### src/rtl/tx_port_if.sv
// Link-side bundle for tx_port: local FIFO pop side, downstream flit link and credit return.
interface tx_port_if #(
  parameter int DATAW = 31,
  parameter int CNTW  = 3
);
  logic [DATAW:0]  fifo_data;
  logic            fifo_empty;
  logic            fifo_rd_en;
  logic [DATAW:0]  odata;
  logic            ovalid;
  logic            icredit;
  logic [CNTW-1:0] credits;
  logic            in_pkt;

  // master: the transmit port itself; slave: FIFO/link environment around it
  modport master (
    input  fifo_data, fifo_empty, icredit,
    output fifo_rd_en, odata, ovalid, credits, in_pkt
  );
  modport slave (
    output fifo_data, fifo_empty, icredit,
    input  fifo_rd_en, odata, ovalid, credits, in_pkt
  );
endinterface

### src/rtl/tx_port.sv
// Credit-based flit transmit port with packet-framing FSM.
// Optional macro TX_CREDIT_CHECK_EN adds sticky error output cerr.
module tx_port #(
  parameter int DATAW = 31,
  parameter int CRED  = 4,
  parameter int CNTW  = 3
) (
  input  logic        clk,
  input  logic        rst,
`ifdef TX_CREDIT_CHECK_EN
  output logic        cerr,
`endif
  tx_port_if.master   bus
);

  typedef enum logic {IDLE, ACTIVE} state_t;

  localparam logic [1:0] T_BODY = 2'b00;
  localparam logic [1:0] T_HEAD = 2'b01;
  localparam logic [1:0] T_TAIL = 2'b10;
  localparam logic [1:0] T_HT   = 2'b11;
  localparam logic [CNTW-1:0] CRED_MAX = CNTW'(CRED);

  state_t          state;
  logic            send;
  logic            cred_inc;
  logic            cred_full;
  logic [1:0]      ftype;
  logic [CNTW-1:0] credits_nxt;

  assign ftype     = bus.fifo_data[DATAW:DATAW-1];
  assign cred_full = (bus.credits == CRED_MAX);
  // Reset blocks popping so nothing leaves the FIFO while the port is being cleared
  assign send      = ~rst & ~bus.fifo_empty & (bus.credits != '0);
  assign bus.fifo_rd_en = send;

  // A credit returned while full and not sending has nowhere to go: drop it
  assign cred_inc    = bus.icredit & ~(cred_full & ~send);
  assign credits_nxt = bus.credits + CNTW'(cred_inc) - CNTW'(send);

  always_ff @(posedge clk) begin
    if (rst) begin
      bus.credits <= CRED_MAX;
      bus.odata   <= '0;
      bus.ovalid  <= 1'b0;
      bus.in_pkt  <= 1'b0;
      state       <= IDLE;
    end else begin
      bus.credits <= credits_nxt;
      bus.ovalid  <= send;
      bus.odata   <= send ? bus.fifo_data : '0;
      if (send) begin
        // Next state follows the flit type alone, even for out-of-order flits
        unique case (ftype)
          T_HEAD: begin state <= ACTIVE; bus.in_pkt <= 1'b1; end
          T_TAIL,
          T_HT:   begin state <= IDLE;   bus.in_pkt <= 1'b0; end
          default: ;
        endcase
      end
    end
  end

`ifdef TX_CREDIT_CHECK_EN
  logic proto_err;

  always_comb begin
    proto_err = 1'b0;
    if (send) begin
      if (state == IDLE)
        proto_err = (ftype == T_BODY) || (ftype == T_TAIL);
      else
        proto_err = (ftype == T_HEAD) || (ftype == T_HT);
    end
  end

  always_ff @(posedge clk) begin
    if (rst)
      cerr <= 1'b0;
    else if (proto_err || (bus.icredit && cred_full && !send))
      cerr <= 1'b1;
  end
`endif

endmodule

### src/flat_wrapper.sv
// flat-port wrapper written by rule: the top's interface ports become plain ports
module tx_port_flat 
#(
  parameter int DATAW = 31,
  parameter int CRED  = 4,
  parameter int CNTW  = 3
)
  (clk, rst, bus_fifo_data, bus_fifo_empty, bus_icredit, bus_fifo_rd_en, bus_odata, bus_ovalid, bus_credits, bus_in_pkt);
  tx_port_if #(.DATAW(DATAW), .CNTW(CNTW)) bus_i ();
  input  logic clk;
  input  logic rst;
  input wire logic [$bits(bus_i.fifo_data)-1:0] bus_fifo_data;
  input wire logic [$bits(bus_i.fifo_empty)-1:0] bus_fifo_empty;
  input wire logic [$bits(bus_i.icredit)-1:0] bus_icredit;
  output wire logic [$bits(bus_i.fifo_rd_en)-1:0] bus_fifo_rd_en;
  output wire logic [$bits(bus_i.odata)-1:0] bus_odata;
  output wire logic [$bits(bus_i.ovalid)-1:0] bus_ovalid;
  output wire logic [$bits(bus_i.credits)-1:0] bus_credits;
  output wire logic [$bits(bus_i.in_pkt)-1:0] bus_in_pkt;
  assign bus_i.fifo_data = bus_fifo_data;
  assign bus_i.fifo_empty = bus_fifo_empty;
  assign bus_i.icredit = bus_icredit;
  assign bus_fifo_rd_en = bus_i.fifo_rd_en;
  assign bus_odata = bus_i.odata;
  assign bus_ovalid = bus_i.ovalid;
  assign bus_credits = bus_i.credits;
  assign bus_in_pkt = bus_i.in_pkt;
  tx_port #(.DATAW(DATAW), .CRED(CRED), .CNTW(CNTW)) u_core (.clk(clk), .rst(rst), .bus(bus_i));
endmodule
### config.mk
export PLATFORM = sky130hd
export DESIGN_NAME = tx_port_flat
export DESIGN_NICKNAME = d
export VERILOG_FILES = /design/src/rtl/tx_port_if.sv /design/src/rtl/tx_port.sv /design/src/flat_wrapper.sv
export SDC_FILE = /design/constraint.sdc
export NUM_CORES = 1
export LEC_CHECK = 0
export ABC_CLOCK_PERIOD_IN_PS = 2900
export CAP_MARGIN = 40
export CORE_MARGIN = 2
export CORE_UTILIZATION = 35
export DETAILED_ROUTE_END_ITERATION = 6
export HOLD_SLACK_MARGIN = 0.08
export PLACE_DENSITY = 0.78
export SETUP_SLACK_MARGIN = 0.1
export SYNTH_ARGS = -nofsm -noshare
export SYNTH_HDL_FRONTEND = slang
export SYNTH_SLANG_ARGS = --single-unit
### constraint.sdc
create_clock -name clk -period 2.9 [get_ports clk]
set_input_delay 0.58 -clock clk [delete_from_list [all_inputs] [get_ports clk]]
set_output_delay 0.58 -clock clk [all_outputs]
set_load 0.01 [all_outputs]
Word-level counts from Yosys, hierarchy flattened:

Index checks and enable logic that the tools add are counted.

* equality and inequality tests: 4
* bitwise logic cells: 8
* multiplexer cells: 1
* reductions and logical operators: 5
* add/sub/neg operators: 2

Operator list (number)
* 1-bit bitwise AND: 4
* 2-bit == test, second input constant: 2
* 1-bit NOT: 4
* 2-bit OR reduction: 2
* 3-bit by 1-bit adder with 3-bit output: 1
* 3-bit == test, second input constant: 1
* 3-bit nonzero test: 1
* 3-bit by 1-bit subtractor with 3-bit output: 1
* 2-bit by 1-bit == test with 1-bit output, second input constant: 1
* 1-bit one-hot mux with 2 select lines: 1
* 2-bit AND reduction: 1
* 2-bit nonzero test: 1

* output and inout port bits: 38
* input port bits: 36
* register bits after elaboration: 37

Depth between registers and ports, before layout:

* depth in word-level cells: 9
* depth in mapped cells: 12
* gate-level depth less buffers: 10

Worst setup path before layout:

OpenSTA, ideal clock, no wires.

* kind: input to register
* from: in rst
* to: reg u_core.bus.credits[2]
* setup slack: 0.283 ns
* buffers on the path: 1
* data arrival time: 2.500 ns
* cell stages on the path: 11
* path through: nor2_1 clkbuf_1 and2_1 ha_1 inv_1 ha_1 inv_1 fa_1 xor2_1 xnor2_1 nand2b_1

* longest elaborated chain between the ends: 9

RTL lines
* start: declaration: line flat_wrapper.sv:11 `input logic rst;`
* 1-bit NOT *: line tx_port.sv:34 `assign send = ~rst & ~bus.fifo_empty & (bus.credits != '0);`
* 1-bit bitwise AND * (2 in a row): line tx_port.sv:34
* named net bus_fifo_rd_en: line flat_wrapper.sv:15 `output wire logic [$bits(bus_i.fifo_rd_en)-1:0] bus_fifo_rd_en;`
* 1-bit NOT: line tx_port.sv:38 `assign cred_inc = bus.icredit & ~(cred_full & ~send);`
* 1-bit bitwise AND: line tx_port.sv:38
* 1-bit NOT: line tx_port.sv:38
* 1-bit bitwise AND: line tx_port.sv:38
* 3-bit by 1-bit adder with 3-bit output: line tx_port.sv:39 `assign credits_nxt = bus.credits + CNTW'(cred_inc) - CNTW'(send);`
* 3-bit by 1-bit subtractor with 3-bit output *: line tx_port.sv:39
* end signal: assignment: line tx_port.sv:49 `bus.credits <= credits_nxt;`
* end: declaration: line tx_port_if.sv:18 `output fifo_rd_en, odata, ovalid, credits, in_pkt`

The timed path passes the listed nets; every way through them passes the cells marked *.
A chain may end at the register's enable or synchronous reset.

Worst setup path in the final report:

* from: in rst
* to: out bus_fifo_rd_en

* longest elaborated chain between the ends: 3

RTL lines (line)
* 1-bit NOT: tx_port.sv:34
* 1-bit bitwise AND (2 in a row): tx_port.sv:34
* end: declaration: flat_wrapper.sv:15

No other way between the ends.

==> results_dict.tcl <==
set metrics [dict create \
    use_met1_pct 16.69 \
    cts_resized 0 \
    outcome "finished, final reports clean" \
    cp_max_fo 5 \
    critPathKind "in2out" \
    fin_skew_ns 0.007005 \
    met3_usage_pct 6.723 \
    ys_ff_latch 37 \
    finalCriticalPeriod_ns 2.555 \
    wl_per_cell_um 11.95 \
    numCtsBuffers 5 \
    numPlacedInstances 207 \
    die_h_um 61.26 \
    met2_usage_pct 25.08 \
    crit_path_end_kind "primary output" \
    dp_hpwl_um 1904 \
    wirelength_um 2569 \
    yosys.cell_count.top_type "dfxtp_1" \
    drt_iter0_markers 11 \
    syn_area_per_cell_um2 12.08 \
    die_w_um 61.26 \
    cts.sinks 37 \
    syn_inst 95 \
    htree_levels 2 \
    gp_congestion 0.6546 \
    fin_tns_setup_ns 0 \
    max_slew_margin_pct 82.38 \
    seq_power_share_pct 49.6 \
    dpl_worst_slack_ns 0.06593 \
    p_switching_mw 0.3367 \
    clk_path_buf_depth 2 \
    cts_tree "yes" \
    antenna_found_initial 0 \
    fin_crit_sh_pct 88.11 \
    std_cell_rows 20 \
    swShare_pct 27.78 \
    fmax_ghz 0.3914 \
    grt-ovfl-total 0 \
    synth_enable_flop_cells 0 \
    cpPeakStageDelay_ns 0.54 \
    synthTopCellsByArea "dfxtp_1 (65%), and3_1 (15%), buf_6 (3.9%), ha_1 (2.2%), and3_2 (2.0%)" \
    dr.pass1.iters 2 \
    leakage_nw 0.8514 \
    instances_no_fill 215 \
    p_clk_share_pct 20.1 \
    io_buffer_count 73 \
    core_area_um2 3078 \
    vias 920 \
    crit_buf_inv 2 \
    synthTopCellsByCount "dfxtp_1 (37), and3_1 (28), buf_6 (4)" \
    antenna_left 0 \
    synthArstFlopShare_pct 0 \
    ys.flop_type "dfxtp_1" \
    power_mw 1.212 \
    cpMostUsedCell "clkdlybuf4s50_1" \
    worstPathRequired_ns 2.32 \
    cpMaxStageDelayCell "clkdlybuf4s50_1" \
    insertion_delay_ns 0.33 \
    synth_area_um2 1147 \
    finalHoldViolCount 0 \
    design_area_um2 1943 \
    grt_pass1_wl_um 4029 \
    combPwrFrac_pct 30.3 \
    syn2layout_area_growth_pct 69.36 \
    cp-start-kind "input port" \
    die_area_um2 3752 \
    grt_busiest_layer "met2" \
    drv_cap 0 \
    nets 209 \
    ys_warn_count 0 \
    synth_top_area_cell "dfxtp_1" \
    p_int_mw 0.8755 \
    hold_buffers 0 \
    worst_pin_slew_ns 0.2643 \
    start_util_pct 37.28 \
    final-setup-viol-count 0 \
    ys_seq_area_share_pct 64.56 \
    worstPathCellList "clkdlybuf4s50_1 -> nor2_2 -> and2_1 -> clkdlybuf4s50_1" \
    crit_arrival_ns 1.98 \
    crit_family "buffers and inverters" \
    cts-root-buf "clkbuf_4" \
    slew_viol_final 0 \
    drc 0 \
    postCtsSetupBuffers 0 \
    drive_above_1_share_pct 7.602 \
    peakVddDrop_mv 0.4103 \
    hold_path.class "reg2reg" \
    worst_slack_ns 0.3448 \
    io_pins 74 \
    rsz0062_at_grt "false" \
    grt_max_degree 35 \
    postPlaceCellArea_um2 1894 \
    rrSetupSlack_ns 0.56 \
    routed_via_density 4.279 \
    ys_types 20 \
    grt_pass1_vias 923 \
    synthesis.nets 134 \
    grt.total_usage_pct 15.35 \
    cellPowerDensity_nw_per_um2 623.9 \
    cts.clk_slew.worst_paths_ns 0.09 \
    netlist.area_leader.share_pct 64.56 \
    antenna_cells 0 \
]
==> sequential cells by signal (all words and copies together), names as in the netlist <==
name                flops
u_core.bus.odata       32
u_core.bus.credits      3
u_core.bus.in_pkt       1
u_core.bus.ovalid       1
==> placed cells by master (no fill, tap or decap), drive strengths merged <==
cell	instances
a21boi	1
a31oi	1
and2	2
and3	32
buf	2
clkbuf	8
clkdlybuf4s50	73
dfxtp	37
fa	1
ha	2
inv	3
nand2b	1
nor2	2
nor2b	1
nor3	2
or3	1
xnor2	1
xor2	1
==> layer usage <==
layer	share of wire (%)	vias to the layer above
li1	-	467
met5	0	-
met4	2.3	0
met1	41	413
met2	50	33
met3	7.1	7
==> logic make-up after synthesis <==
family | after synthesis | share of synthesized area (%)
XOR/XNOR | 2 | 1.527
AND/OR/NAND/NOR | 41 | 22.90
buffers and inverters | 10 | 5.888
flip-flops | 37 | 64.56
adder cells (fa/ha/maj) | 3 | 3.926
AO/OA/AOI/OAI | 2 | 1.200
==> stage by stage <==
| step | hold WS [ns] | utilization (%) |
|---|---|---|
| after floorplan | 0.5840 | - |
| after detailed placement | 0.5355 | 61.54 |
| final | 0.5531 | 63.13 |
| after global placement | 0.5358 | 61.54 |
| after CTS | 0.5575 | 63.13 |
| after global routing | 0.6001 | 63.13 |
==> power by group through the flow <==
| stage | registers [mW] | clock network [mW] | logic (mW) |
|---|---|---|---|
| after detailed placement | 0.612 | 0 | 0.370 |
| after floorplan | 0.636 | 0 | 0.182 |
| after global routing | 0.606 | 0.279 | 0.401 |
| final | 0.601 | 0.244 | 0.367 |
| after global placement | 0.609 | 0 | 0.358 |
| after CTS | 0.601 | 0.253 | 0.371 |
==> worst reg2reg max path: stages, from the launching register on <==
cell      delay [ns]
dfxtp_1         0.39
or3_1           0.38
and2_1          0.18
ha_1            0.27
inv_1           0.07
ha_1            0.14
inv_1           0.05
fa_1            0.37
xor2_1          0.19
xnor2_1         0.14
nand2b_1        0.06
==> final cells by class <==
cell class	count	area, um2
inverter	3	11.26
tap	44	55.05
timing repair buffer	75	745.7
sequential	37	740.7
multi-input combinational	48	341.6
fill	272	1135
clock buffer	8	48.80
==> path summary, 6_finish.rpt <==
| kind | start | to | cells past startpoint |
|---|---|---|---|
| worst max register to register | u_core.bus.credits[1]$_SDFF_PP0_ | u_core.bus.credits[2]$_SDFF_PP1_ | 10 |
| worst max-delay path | rst | bus_fifo_rd_en | 4 |
| worst min-delay path | u_core.bus.in_pkt$_SDFFE_PP0P_ | u_core.bus.in_pkt$_SDFFE_PP0P_ | 2 |
| worst min register to register | u_core.bus.in_pkt$_SDFFE_PP0P_ | u_core.bus.in_pkt$_SDFFE_PP0P_ | 2 |
Power figures use the tool's default switching activity.
